**src/rtl/module_display_mux.sv**
```systemverilog
// Binary-to-BCD conversion (sequential double dabble) driving a
// 4-digit multiplexed active-low 7-segment display.
module module_display_mux #(
  parameter int REFRESH_DIV = 27000,
  parameter bit BLANK_LZ    = 1'b1
) (
  input  logic        clk,
  input  logic        rst,
  input  logic [13:0] bin_in,
  input  logic        load,
  output logic        busy,
  output logic [15:0] bcd_val,
  output logic [6:0]  seg,
  output logic [3:0]  an
);

  localparam int CW = (REFRESH_DIV > 1) ? $clog2(REFRESH_DIV) : 1;
  localparam logic [CW-1:0] CNT_MAX = CW'(REFRESH_DIV - 1);

  typedef enum logic [1:0] {
    S_IDLE,
    S_CONV,
    S_DONE
  } state_t;

  state_t        state_q, state_d;
  logic [13:0]   sh_q, sh_d;
  logic [15:0]   scr_q, scr_d;
  logic [15:0]   adj;
  logic [3:0]    it_q, it_d;
  logic [15:0]   bcd_q, bcd_d;
  logic [CW-1:0] cnt_q, cnt_d;
  logic [1:0]    idx_q, idx_d;
  logic [3:0]    an_q, an_d;
  logic [6:0]    seg_q, seg_d;
  logic [3:0]    nib;
  logic          blank;

  function automatic logic [6:0] dec7(input logic [3:0] d);
    logic [6:0] s;
    case (d)
      4'd0:    s = 7'b1000000;
      4'd1:    s = 7'b1111001;
      4'd2:    s = 7'b0100100;
      4'd3:    s = 7'b0110000;
      4'd4:    s = 7'b0011001;
      4'd5:    s = 7'b0010010;
      4'd6:    s = 7'b0000010;
      4'd7:    s = 7'b1111000;
      4'd8:    s = 7'b0000000;
      4'd9:    s = 7'b0010000;
      default: s = 7'b1111111;
    endcase
    return s;
  endfunction

  // Add-3 correction on every scratch nibble before each shift
  always_comb begin
    adj = scr_q;
    for (int i = 0; i < 4; i++) begin
      if (scr_q[4*i +: 4] >= 4'd5)
        adj[4*i +: 4] = scr_q[4*i +: 4] + 4'd3;
    end
  end

  // Conversion FSM: capture, 14 shift iterations, publish result
  always_comb begin
    state_d = state_q;
    sh_d    = sh_q;
    scr_d   = scr_q;
    it_d    = it_q;
    bcd_d   = bcd_q;
    unique case (state_q)
      S_IDLE: begin
        if (load) begin
          sh_d    = (bin_in > 14'd9999) ? 14'd9999 : bin_in;
          scr_d   = '0;
          it_d    = '0;
          state_d = S_CONV;
        end
      end
      S_CONV: begin
        {scr_d, sh_d} = {adj[14:0], sh_q, 1'b0};
        it_d = it_q + 4'd1;
        if (it_q == 4'd13)
          state_d = S_DONE;
      end
      S_DONE: begin
        bcd_d   = scr_q;
        state_d = S_IDLE;
      end
      default: state_d = S_IDLE;
    endcase
  end

  // Free-running digit scan; segments follow the next index and value
  always_comb begin
    cnt_d = cnt_q + 1'b1;
    idx_d = idx_q;
    if (cnt_q == CNT_MAX) begin
      cnt_d = '0;
      idx_d = idx_q + 2'd1;
    end
    nib   = bcd_d[4*idx_d +: 4];
    blank = 1'b0;
    unique case (idx_d)
      2'd1:    blank = (bcd_d[15:4] == 12'd0);
      2'd2:    blank = (bcd_d[15:8] == 8'd0);
      2'd3:    blank = (bcd_d[15:12] == 4'd0);
      default: blank = 1'b0;
    endcase
    an_d  = ~(4'b0001 << idx_d);
    seg_d = (BLANK_LZ && blank) ? 7'b1111111 : dec7(nib);
  end

  // State registers with synchronous reset
  always_ff @(posedge clk) begin
    if (rst) begin
      state_q <= S_IDLE;
      sh_q    <= '0;
      scr_q   <= '0;
      it_q    <= '0;
      bcd_q   <= '0;
      cnt_q   <= '0;
      idx_q   <= '0;
      an_q    <= 4'b1110;
      seg_q   <= 7'b1000000;
    end else begin
      state_q <= state_d;
      sh_q    <= sh_d;
      scr_q   <= scr_d;
      it_q    <= it_d;
      bcd_q   <= bcd_d;
      cnt_q   <= cnt_d;
      idx_q   <= idx_d;
      an_q    <= an_d;
      seg_q   <= seg_d;
    end
  end

  assign busy    = (state_q != S_IDLE);
  assign bcd_val = bcd_q;
  assign seg     = seg_q;
  assign an      = an_q;

endmodule

```
**config.mk**
```make
export PLATFORM = sky130hd
export DESIGN_NAME = module_display_mux
export DESIGN_NICKNAME = d
export VERILOG_FILES = /design/src/rtl/module_display_mux.sv
export SDC_FILE = /design/constraint.sdc
export NUM_CORES = 1
export LEC_CHECK = 0
export ABC_CLOCK_PERIOD_IN_PS = 7400
export CORE_ASPECT_RATIO = 2
export CORE_MARGIN = 3
export CORE_UTILIZATION = 61
export CTS_CLUSTER_SIZE = 28
export DETAILED_ROUTE_END_ITERATION = 12
export GPL_TIMING_DRIVEN = 0
export PLACE_DENSITY = 0.93
export REMOVE_ABC_BUFFERS = 1
export SLEW_MARGIN = 20
export SYNTH_ARGS = -nofsm -noshare
export SYNTH_HDL_FRONTEND = slang
export SYNTH_SLANG_ARGS = --single-unit
```
**constraint.sdc**
```tcl
create_clock -name clk -period 7.4 [get_ports clk]
set_input_delay 1.85 -clock clk [delete_from_list [all_inputs] [get_ports clk]]
set_output_delay 1.85 -clock clk [all_outputs]
set_load 0.1 [all_outputs]
```
* Word-level counts from Yosys, hierarchy flattened
Memories as Yosys holds them, arrays and structs flattened.
Index checks and enable logic that the tools add are counted.
** Word-level totals
- RAM bits :: 0
- Bits in latches :: 0
- Word-level logic and storage cells :: 63
- Output and inout bits :: 28
- Bits in read-only memories :: 112
- Bits of input ports :: 17
- Flip-flop bits (word level) :: 80
- Memories :: 1
** Cells by class
- Divide/modulo/power cells :: 0
- Bitwise logic cells :: 1
- Multipliers :: 0
- Reductions and logical operators :: 10
- $add $sub $neg :: 7
- Equal/unequal tests :: 9
- Muxes and demuxes :: 18
- $lt $le $gt $ge :: 5
- Shift operators :: 2
** Memory list
- (no name shown) :: words 16, width 7, read ports 1, clocked after Yosys merged registers in 0, wr ports 0, RTL line 41 : case (d)
** Operators with widths (number)
- $mux W16 :: 2
- $pmux W16 S2 :: 1
- $mux W14 :: 2
- $pmux W14 S2 :: 1
- $ge A4 B3 Y1 const B :: 4
- $mux W4 :: 4
- $shiftx A16 B5 Y4 :: 1
- $add A15 B1 Y15 const B :: 1
- $eq A15 B15 Y1 const B :: 1
- $gt A14 B14 Y1 const B :: 1
- $add A4 B2 Y4 const B :: 3
- $logic_not A12 Y1 :: 1
- $logic_not A8 Y1 :: 1
- $pmux W4 S2 :: 1
- $eq A2 B2 Y1 const B :: 3
- $mux W2 :: 3
- $mux W6 :: 1
- $add A4 B1 Y4 const B :: 1
- $eq A2 B1 Y1 const B :: 2
- $eq A4 B4 Y1 const B :: 1
- $logic_not A4 Y1 :: 1
- $ne A2 B2 Y1 const B :: 2
- $not A4 Y4 :: 1
- $pmux W2 S2 :: 1
- 9 further kinds :: 12

* Depth between registers and ports, before layout
- Depth in word-level cells :: 5
- Gate-level depth with buffers :: 12
- Gate-level depth less buffers :: 11

* Worst setup path before layout
Ideal clock, no wire load.
- Kind :: input port to flip-flop
- From :: in bin_in[6]
- To :: reg sh_q[10]
- Stages on the path :: 7
- Required time :: 7.268 ns
- Data arrival time :: 3.060 ns
- Path slack :: 4.208 ns
- Cells stage by stage :: nor4_1 > nor2_1 > o31a_1 > or2_2 > buf_1 > o221ai_1 > a21oi_1
** On the way
- Longest elaborated chain between the ends :: 4
** Ends and longest elaborated chain
- start: declaration :: RTL line 9 : input logic [13:0] bin_in,
- $gt A14 B14 Y1 :: RTL line 76 : sh_d = (bin_in > 14'd9999) ? 14'd9999 : bin_in;
- $mux W14 :: RTL line 76
- $mux W14 :: RTL line 75 : if (load) begin
- $pmux W14 S2 :: RTL line 73 : unique case (state_q)
- end signal: assignment :: RTL line 120 : sh_q <= '0;
- end signal: assignment :: RTL line 130 : sh_q <= sh_d;
- end: declaration :: RTL line 27 : logic [13:0] sh_q, sh_d;
No other way between the ends. The select of a mux whose other input is x is not followed.
A chain may end at the register's enable or synchronous reset.

* Final worst setup path
- From :: reg state_q[1]
- To :: out busy
** On the way
- Longest elaborated chain between the ends :: 1
** Ends and longest elaborated chain
- start: declaration :: RTL line 26 : state_t state_q, state_d;
- start signal: assignment :: RTL line 129 : state_q <= state_d;
- $reduce_bool A2 Y1 :: RTL line 141 : assign busy = (state_q != S_IDLE);
- end: declaration :: RTL line 11 : output logic busy,
No other way between the ends.

==> results.md <==
* H-tree depth at 3
* Reg2Reg Setup Slack at ~3900 ps
* Max IR drop VDD at around 0.00017 V
* Port Buffer Count at 44
* Remaining Overflow, GRT at 0
* Clock root buffer master: clkbuf_16
* CTS tree: yes
* Setup TNS at 0 ps
* Largest net degree at the start of global routing at 44
* First-iteration detailed-routing DRC count at about 340
* Clock Sinks at 80
* Number of global-route vias before repair at 3880
* Die X at 65.34 µm
* Largest area contributor in the netlist: dfxtp_1
* Clock Skews at ~6 ps
* Yosys warnings at 0
* Wire length per cell at between 15 and 20 µm
* Via count at between 3000 and 4000
* EDFF count, synth at 0
* Worst hold start: sh_q[10]
* Status: completed
* Worst-Margin Slew at approximately 1100 ps
* Die height at about 120 µm
* CTS clk-pin slew, worst paths at 60 ps
* Hold crit path type: reg -> reg
* NetSw at around 210 µW
* Worst reg2reg path startpoint: cnt_q[8]
* Antenna Cells at 0
* Synthesis-to-layout area growth at 17.54%
* Netlist Area Pre-Place at 4295 µm²
* Gp weighted congestion at slightly below 0.9
* Final Hold Violating Endpoints at 0
* Crit Path Max Fanout at 14
* First drt pass iteration count at 7
* Comb power frac at 0.059
* Met1 Use GR at 0.2575
* Top cells by count, synth: dfxtp_1 (80), nor2_1 (76), nand2_1 (49)
* Area after DPL at between 4000 and 5000 µm²
* Worst r2r path cells at 9
* Count leader, synth: dfxtp_1
* # rows at 42
* Post-synth top flop: dfxtp_1
* Post-Synth Simple-Gate Area at 0.2590
* Max transition margin at 0.2887
* RSZ-0062 raised after global routing: false
* Nets at between 500 and 600
* Flop pwr share at 0.461
* Fill count at ~500
* Peak-usage layer in the global routing report: met2
* Compound-Gate Fraction of Synth Area at 0.1689
* DP HPWL at 7569 µm
* Global-route wire length before repair at between 15000 and 20000 µm
* Slew Limit Fails at 0
* Leak Pwr at around 0.0018 µW
* WP depth at 3
* Netlist cell types at 60
* Critical-path cell list: nor2_1 > inv_1 > clkdlybuf4s50_1
* Mux cell area share after synthesis at 0.06408
* Type of origin of the critical path: flop
* Share of Yosys cell area claimed by the top area cell type at 0.3729
* Hold-fix buffers, CTS at 0
* Antenna violations before repair at 0
* Crit path capture type: output port
* Worst setup path startpoint: state_q[1]
* Final design area excluding fillers at roughly 5000 µm²
* Sequential share of the synthesized area at 0.3729
* Final WL at ~11000 µm
* Postcts setup bufs at 0
* Reg2Reg Capture Point: seg[5]
* Layout cells sized above 1 at 0.08272
* Cell-internal power at 756.8 µW
* Top delay family on crit path: buffers and inverters
* TritonCTS buffer count at 9
* Area share of fa/ha/maj cells after synthesis at 0.04894
* Critical path arrival at 2230 ps
* PostCTS Resize Cnt at 0
* Fmax at 0.2453 GHz
* Clk buf depth at 2
* Post-synthesis cell count at 517
* Synth Register Bits at 80
* Worst Path Required at 5550 ps
* Core area at around 6700 µm²
* Worst setup path class: reg -> out
* Pwr dens at between 150 and 200 nW/µm²
* Sw frac at 0.2203
* Max incr delay on CP at about 1100 ps
* DIE AREA at about 8100 µm²
* Initial Util at 0.6386
* DRC Markers at 0
* Post-Synth XOR/XNOR Area at 0.03874
* Routed Antenna Nets at 0
* Min cycle time layout at slightly above 4000 ps
* Synth top area cells: dfxtp_1 (37%), nor2_1 (6.6%), a21oi_1 (5.4%)
* # IOs at 45
* Via density at approximately 6.3
* Fin crit share at 0.5508
* Clk pwr share at 0.480
* Main combinational cell family by area after synthesis: simple AND/OR/NAND/NOR gates
* M2 GR Usage at 0.4985
* Syn Area/Cell at just over 8 µm²
* Clock Latency Late Sink at ~340 ps
* CP Capture Point: busy
* Setup-failing EPs final at 0
* Max_cap viols at 0
* Slowest cell on the critical path: clkdlybuf4s50_1
* Worst path buffer plus inverter count at 2
* Met3 GRT Util at 0.07942
* Global-route usage over all layers at 0.2765
* Ys async rst share at 0
==> worst register-to-register path: stages (launching register included) <==
cell     delay [ps]
dfxtp_1         460
or4bb_1         520
nor4_1          920
mux4_2          600
nand2_1          70
and2_1          190
inv_1           100
ha_1            210
mux2_4          280
a21oi_2         120
==> area by class of cell <==
type,count,area [µm²],area share
sequential,80,1602,0.3172
multi-input combinational,387,2497,0.4947
clock buffer,10,229.0,0.04535
inverter,15,56.30,0.01115
tap,88,110.1,0.02181
timing repair buffer,46,470.5,0.09318
clock inverter,6,83.83,0.01660
==> metrics by stage <==
stage | setup slack [ps] | instances | power, µW | hold slack (ps) | util
2_1_floorplan | 4303 | 482 | 485.7 | 425.4 | -
3_3_place_gp | 2317 | 614 | 508.6 | 441.3 | 0.6985
3_5_place_dp | 3639 | 616 | 513.3 | 450.0 | 0.7037
4_1_cts | 3331 | 632 | 975.2 | 462.8 | 0.7502
5_1_grt | 3226 | 632 | 999.3 | 488.0 | 0.7506
6_report | 3324 | 632 | 970.6 | 461.3 | 0.7506
==> registers in the layout (all words and copies together) (netlist names) <==
| name | flops |
|---|---|
| seg | 7 |
| bcd_val | 16 |
| state_q | 2 |
| scr_q | 16 |
| idx_q | 2 |
| an | 4 |
| cnt_q | 15 |
| it_q | 4 |
| sh_q | 14 |
==> power groups by stage <==
| stage | combinational, µW | sequential, µW | clock (µW) |
|---|---|---|---|
| after global routing | 62.7 | 448 | 488 |
| after floorplan | 31.5 | 454 | 0 |
| after global placement | 52.8 | 456 | 0 |
| after detailed placement | 57.0 | 456 | 0 |
| after CTS | 57.2 | 447 | 471 |
| final | 57.2 | 448 | 466 |
==> per-layer routing <==
layer | up-vias | share of wire
li1 | 1894 | -
met3 | 46 | 0.056
met4 | 0 | 0.053
met1 | 1888 | 0.34
met5 | - | 0
met2 | 169 | 0.55
==> logic make-up (layout without fill, tap and decap cells) <==
| family | after synthesis | after routing |
|---|---|---|
| DFF | 80 | 80 |
| muxes | 19 | 19 |
| adders and majority gates | 17 | 17 |
| and+or+nand+nor | 222 | 222 |
| buffers and inverters | 50 | 77 |
| AOI/OAI and AO/OA | 110 | 110 |
| xor gates and xnor gates | 19 | 19 |
==> worst min path at each step <==
stage,to,depth (start not counted)
final,sh_q[10],2
after global routing,sh_q[10],2
after detailed placement,sh_q[10],2
after global placement,sh_q[9],2
after CTS,sh_q[10],2
after floorplan,sh_q[10],2
==> placed cells by master, fill, tap and decap left out, drive strengths merged, types with 3 or more instances in the layout <==
master	netlist	layout
a211oi	10	10
a21oi	47	47
a222oi	6	6
a22oi	9	9
and2	3	3
and3	6	6
and3b	5	5
buf	7	3
clkbuf	28	10
clkdlybuf4s50	0	43
clkinv	0	4
dfxtp	80	80
ha	16	16
inv	15	15
mux2	5	5
mux2i	8	8
mux4	6	6
nand2	49	49
nand2b	9	9
nand3	22	22
nand4b	3	3
nor2	76	76
nor2b	3	3
nor3	17	17
nor4	9	9
o21ai	15	15
o221ai	6	6
o31ai	3	3
or2	3	3
or3	3	3
or4b	3	3
xnor2	10	10
xor2	9	9
No activity file was read; power rests on OpenSTA's default activity.
